===== src/rtl/regfile_param.sv =====
// Parametrised register file: two combinational read ports, one write port
// with per-entry write protection, optional write-to-read forwarding and a
// sequential clear engine that zeroes one entry per cycle.
module regfile_param #(
    parameter int unsigned                  DATA_W  = 10,
    parameter int unsigned                  ADDR_W  = 3,
    parameter logic [(1 << ADDR_W)-1:0]     WR_MASK = 8'h0F,
    parameter bit                           BYPASS  = 1'b1
) (
    input  logic              clk,
    input  logic              rst_n,
    input  logic              we,
    input  logic [ADDR_W-1:0] waddr,
    input  logic [DATA_W-1:0] wdata,
    input  logic [ADDR_W-1:0] raddr1,
    input  logic [ADDR_W-1:0] raddr2,
    output logic [DATA_W-1:0] rdata1,
    output logic [DATA_W-1:0] rdata2,
    input  logic              clr_req,
    output logic              busy,
    output logic              wr_err,
    input  logic              err_clr
);

    localparam int unsigned DEPTH    = 1 << ADDR_W;
    localparam int unsigned LAST_IDX = DEPTH - 1;

    typedef enum logic {
        IDLE  = 1'b0,
        CLEAR = 1'b1
    } state_e;

    state_e              state_q, state_d;
    logic [ADDR_W-1:0]   idx_q, idx_d;
    logic [DATA_W-1:0]   mem_q [DEPTH];
    logic [DATA_W-1:0]   mem_d [DEPTH];
    logic                wr_err_q, wr_err_d;

    logic                wr_ok_c;
    logic                wr_bad_c;

    // Classify the current write attempt; writes during a clear are dropped.
    always_comb begin
        wr_ok_c  = 1'b0;
        wr_bad_c = 1'b0;
        if (we && (state_q == IDLE)) begin
            wr_ok_c  = WR_MASK[waddr];
            wr_bad_c = ~WR_MASK[waddr];
        end
    end

    // Next-state, clear sequencing, entry updates and sticky error flag.
    always_comb begin
        state_d  = state_q;
        idx_d    = idx_q;
        mem_d    = mem_q;
        wr_err_d = wr_err_q;

        unique case (state_q)
            IDLE: begin
                if (clr_req) begin
                    state_d = CLEAR;
                    idx_d   = '0;
                end
            end
            CLEAR: begin
                // Clear ignores protection; the last entry ends the sweep.
                mem_d[idx_q] = '0;
                idx_d        = idx_q + ADDR_W'(1);
                if (idx_q == ADDR_W'(LAST_IDX)) begin
                    state_d = IDLE;
                end
            end
            default: begin
                state_d = IDLE;
            end
        endcase

        // A write coinciding with clr_req still lands; the sweep overwrites it later.
        if (wr_ok_c) begin
            mem_d[waddr] = wdata;
        end

        // A new violation wins over err_clr on the same edge.
        if (wr_bad_c) begin
            wr_err_d = 1'b1;
        end else if (err_clr) begin
            wr_err_d = 1'b0;
        end
    end

    // State, index and error flag registers.
    always_ff @(posedge clk or negedge rst_n) begin
        if (!rst_n) begin
            state_q  <= IDLE;
            idx_q    <= '0;
            wr_err_q <= 1'b0;
        end else begin
            state_q  <= state_d;
            idx_q    <= idx_d;
            wr_err_q <= wr_err_d;
        end
    end

    // Storage array; reset clears every entry immediately.
    always_ff @(posedge clk or negedge rst_n) begin
        if (!rst_n) begin
            for (int i = 0; i < int'(DEPTH); i++) begin
                mem_q[i] <= '0;
            end
        end else begin
            for (int i = 0; i < int'(DEPTH); i++) begin
                mem_q[i] <= mem_d[i];
            end
        end
    end

    // Combinational reads with optional forwarding of an accepted write.
    always_comb begin
        rdata1 = mem_q[raddr1];
        rdata2 = mem_q[raddr2];
        if (BYPASS && wr_ok_c) begin
            if (waddr == raddr1) rdata1 = wdata;
            if (waddr == raddr2) rdata2 = wdata;
        end
    end

    assign busy   = (state_q == CLEAR);
    assign wr_err = wr_err_q;

endmodule

===== config.mk =====
export PLATFORM = sky130hd
export DESIGN_NAME = regfile_param
export DESIGN_NICKNAME = d
export VERILOG_FILES = /design/src/rtl/regfile_param.sv
export SDC_FILE = /design/constraint.sdc
export NUM_CORES = 1
export LEC_CHECK = 0
export BUFFER_PORTS_ARGS = -buffer_cell sky130_fd_sc_hd__buf_4
export CAP_MARGIN = 25
export CELL_PAD_IN_SITES_DETAIL_PLACEMENT = 0
export CELL_PAD_IN_SITES_GLOBAL_PLACEMENT = 1
export CORE_ASPECT_RATIO = 0.75
export CORE_MARGIN = 1.5
export CORE_UTILIZATION = 44
export DETAILED_ROUTE_END_ITERATION = 8
export PLACE_DENSITY_LB_ADDON = 0.1
export SETUP_SLACK_MARGIN = 0.2
export SKIP_CTS_REPAIR_TIMING = 1
export SYNTH_ARGS = -nofsm -noshare
export SYNTH_HDL_FRONTEND = slang
export SYNTH_SLANG_ARGS = --single-unit

===== constraint.sdc =====
create_clock -name clk -period 1.9 [get_ports clk]
set_input_delay 0.19 -clock clk [delete_from_list [all_inputs] [get_ports clk]]
set_output_delay 0.19 -clock clk [all_outputs]
set_load 0.05 [all_outputs]

Word level (Yosys, flattened, before mapping)
Memory sizes are Yosys's and may differ from the RTL's.
Index checks and enable logic that the tools add are counted.
{"block": "word_totals", "input_bits": 24, "output_inout_bits": 22, "wordCells": 63, "memories": 1, "regBits": 85, "mem_bits_ro": 8}
{"block": "op_classes", "n_bitwise": 8, "order_cmp": 7, "n_mux": 27, "n_reduce_logical": 4, "n_eq_ne": 4, "add_sub_neg": 1}
{"memory": "(name not given)", "words": 8, "word_bits": 1, "rd": 1, "rd_ports_with_merged_regs": 0, "write_ports": 0, "line": "48", "text": "wr_bad_c = ~WR_MASK[waddr];"}
{"op": "80-bit two-way mux", "n": 2}
{"op": "10-bit two-way mux", "n": 10}
{"op": "80-bit bitwise AND", "n": 1}
{"op": "80-bit bitwise mux", "n": 1}
{"op": "80-bit inverter", "n": 1}
{"op": "10-bit binary-select mux with 3-bit select", "n": 2}
{"op": "10-bit demux with 3-bit select", "n": 2}
{"op": "4-bit >= comparator, second input constant", "n": 4}
{"op": "3-bit inverter with 4-bit output", "n": 4}
{"op": "4-bit by 1-bit < comparator with 1-bit output, second input constant", "n": 2}
{"op": "1-bit two-way mux", "n": 7}
{"op": "3-bit equality test", "n": 2}
{"op": "3-bit case mux with 2 select lines", "n": 1}
{"op": "3-bit by 4-bit < comparator with 1-bit output, second input constant", "n": 1}
{"op": "3-bit by 1-bit adder with 3-bit output, second input constant", "n": 1}
{"op": "3-bit equality test, second input constant", "n": 1}
{"op": "1-bit logical AND", "n": 3}
{"op": "3-bit two-way mux", "n": 1}
{"op": "2-bit != test, second input constant", "n": 1}
{"op": "1-bit inverter", "n": 2}
{"op": "1-bit case mux with 2 select lines", "n": 1}
{"op": "2-bit nonzero test", "n": 1}

Longest topological paths before layout
{"block": "logic_depth", "depth_word": 10, "depth_mapped": 5, "ltp_nobuf": 4}

Least setup slack after synthesis
No wires, ideal clock.
{"block": "synth_timing", "kind": "reg-to-output", "start": "reg state_q, in the netlist busy", "end": "out rdata1[0]", "t_required_ns": 1.710, "n_path_buf": 2, "slack_ns": -0.937, "path_stages_with_launch": 6, "t_arrival_ns": 2.647, "path_cell_list": "dfrtp_1 buf_6 or3b_4 or4_1 buf_6 mux2i_1"}
{"block": "synth_between", "elab_chain_cells": 4}
{"item": "start, declared", "line": "33", "text": "state_e state_q, state_d;"}
{"item": "start signal, assigned", "line": "99", "text": "state_q <= state_d;"}
{"item": "1-bit inverter"}
{"item": "1-bit logical AND", "line": "46", "text": "if (we && (state_q == IDLE)) begin"}
{"item": "1-bit two-way mux", "line": "46"}
{"item": "10-bit two-way mux", "line": "122", "text": "if (BYPASS && wr_ok_c) begin"}
{"item": "end, declared", "line": "17", "text": "output logic [DATA_W-1:0] rdata1,"}
No other way between the ends.

Worst setup path after layout
{"block": "layout_timing", "start": "reg state_q, in the netlist busy", "end": "out rdata2[6]"}
{"block": "layout_between", "elab_chain_cells": 4}
{"item": "1-bit inverter"}
{"item": "1-bit logical AND", "line": "46"}
{"item": "1-bit two-way mux", "line": "46"}
{"item": "10-bit two-way mux", "line": "122"}
{"item": "end, declared", "line": "18", "text": "output logic [DATA_W-1:0] rdata2,"}
No other way between the ends.

==> impl_metrics.csv <==
group,metric,value,unit
setup_path,critPathCaptureType,"primary output",
sta,setup_viol,20,
synth,async_flop_share,1.00,
grt,grt_pass1_wl,19400,µm
setup_path,crit_path_start_kind,"flop",
clock_network,clkLatencyLatePin,0.34,ns
synth,synth-seq-area-share,0.457,
sta,maxSlewHeadroom,0.681,
clock_network,cts_buffers,9,
place,port_buffers,45,
sta,fin_crit_sh,1.28,
sta,hold_ws,0.0341,ns
route,ant_nets,0,
floorplanning,core,10300,µm²
route,vias,3170,
cells_and_area,final_common_cell,"dfrtp_1",
sta,period_needed,2.43,ns
clock_network,htree_levels,3,
sta,fin_tns_setup,-10.24,ns
setup_path,cp_max_fo,5,
pwr,peakVddDrop,0.624,mV
grt,grt_max_degree,57,
worst_hold_path,min_path_type,"input pin to flop",
cells_and_area,final_cell_mix,"dfrtp_1, mux2i_1, buf_4, nand2_1, mux4_2",
clock_network,clock-root-buffer,"clkbuf_16",
synth,synth_area_per_cell,13.2,µm²
synth,netlist_area,4660,µm²
floorplanning,die_area,11200,µm²
floorplanning,initial_utilization,0.453,
sta,fin_skew,0.00733,ns
setup_path,arrival,2.24,ns
cells_and_area,fin_cells,572,
route,wirelength,12400,µm
floorplanning,chipWidth,122,µm
synth,synthCells,354,
route,drc,0,
synth,synth_nets,380,
pwr,pwr-share-comb,0.339,
pwr,p_sw_frac,0.341,
cells_and_area,nets,457,
job,max_cap_violations,0,
grt,grtUsageTotal,0.239,
grt,grt_pass1_vias,3374,
synth,ys.flop_type,"dfrtp_1",
pwr,seqPwrFrac,0.370,
place,dpl.cell_count,553,
cells_and_area,areaGrowthSynthToFinish,32.3,%
pwr,pwr-share-clk,0.291,
pwr,switchingPower,2.09,mW
clock_network,tritoncts,"yes",
setup_path,crit_type,"flop to primary output",
outcome,violations,"negative setup slack",
synth,synth_edf_count,0,
pwr,power.density,995,nW/µm²
clock_network,path_clk_slew,0.06,ns
route,first_iter_violations,199,
sta,worst_pin_slew,0.477,ns
route,detail_route.first_pass.iterations,5,
place,gp_congestion,0.819,
clock_network,cts.sink_count,85,
floorplanning,num_rows,32,
floorplanning,io_pins,46,
outcome,outcome,"finished with violations",
pwr,p_leak,2.90,nW
floorplanning,die_h,92.1,µm
sta,grt_setup_unrepaired,"yes",
cells_and_area,n_antenna_cell,0,
sta,slew_viol_final,0,
pwr,p_int,4.04,mW
sta,fmax,412,MHz
sta,timing.final.ws_setup,-0.527,ns
grt,antenna_found_initial,0,
grt,overflow,0,
synth,yosys_warnings,0,
route,vias_per_cell,5.54,
cells_and_area,drive_gt1_frac,0.399,
route,wire_per_inst,21.6,µm
clock_network,clockBufferDepth,2,
setup_path,cp.required,1.71,ns
synth,ys_ff_latch,85,
synth,yosysUniqueCellTypes,28,
sta,hold_viol,0,
cells_and_area,post-route-util,0.599,
place,hpwl,8870,µm
-- Yosys cell counts, types with 4 or more instances --
cell type	count	area share
nor2b_1	10	0.013
dfrtp_1	85	0.46
buf_1	5	0.0040
mux2i_1	81	0.17
and2_1	30	0.040
mux4_2	40	0.19
xor2_1	4	0.0075
nand2_1	42	0.034
buf_2	8	0.0086
clkbuf_1	8	0.0064
inv_1	11	0.0089
-- through the flow --
step	instance area, µm²	setup WS [ns]	total power, mW
floorplan	4940	-0.463	3.55
detailed placement	5730	-0.215	4.31
global placement	5730	-0.196	4.25
finish	6160	-0.527	6.13
global route	6160	-0.567	6.44
CTS	6030	-0.595	6.10
-- layout make-up --
cell class                 count  area [µm²]
sequential                    85        2130
multi-input combinational    234        2660
inverter                      11        41.3
clock buffer                  11         243
tap                          136         170
clock inverter                 5        60.1
fill                         816        4130
timing repair buffer          90         861
-- critical path, cell delays in order, from the launching register on --
cell	delay, ns
dfrtp_2	0.40
or3b_4	0.38
or4_4	0.58
buf_12	0.18
mux2i_4	0.19
buf_6	0.17
-- state kept, by name, indices dropped and copies added, names as in the netlist --
register / count
idx_q: 3
busy: 1
mem_q: 80
wr_err: 1
-- power by group through the flow --
stage	registers [mW]	clock network, mW	logic, mW
after floorplan	2.30	0	1.26
after global placement	2.27	0	1.97
after detailed placement	2.29	0	2.01
after CTS	2.26	1.82	2.02
after global routing	2.30	1.90	2.24
final	2.27	1.78	2.08
-- worst paths after layout --
check | from | endpoint | slack, ns | cells past startpoint
worst max-delay path | busy$_DFF_PN0_ | rdata2[6] | -0.53 | 5
worst min-delay path | err_clr | wr_err$_DFFE_PN0P_ | 0.03 | 2
worst max register to register | busy$_DFF_PN0_ | mem_q[75]$_DFF_PN0_ | 0.14 | 6
worst min register to register | mem_q[9]$_DFF_PN0_ | mem_q[9]$_DFF_PN0_ | 0.51 | 1
max in group asynchronous | rst_n | mem_q[10]$_DFF_PN0_ | 0.93 | 3
min in group asynchronous | rst_n | wr_err$_DFFE_PN0P_ | 0.33 | 2
-- cell families after synthesis --
group | share of synthesized area
muxes | 0.368
and+or+nand+nor | 0.123
DFF | 0.457
adders and majority gates | 0.00537
AOI/OAI and AO/OA | 0.00430
buffers and inverters | 0.0352
xor gates and xnor gates | 0.00752
-- per-layer routing --
layer | track usage | vias to the layer above | wire, µm
met5 | 0 | - | 0
met4 | 0.0510 | 0 | 104
met3 | 0.0423 | 10 | 405
met2 | 0.382 | 51 | 5950
met1 | 0.343 | 1668 | 5900
li1 | - | 1441 | -
Power figures use the tool's default switching activity.
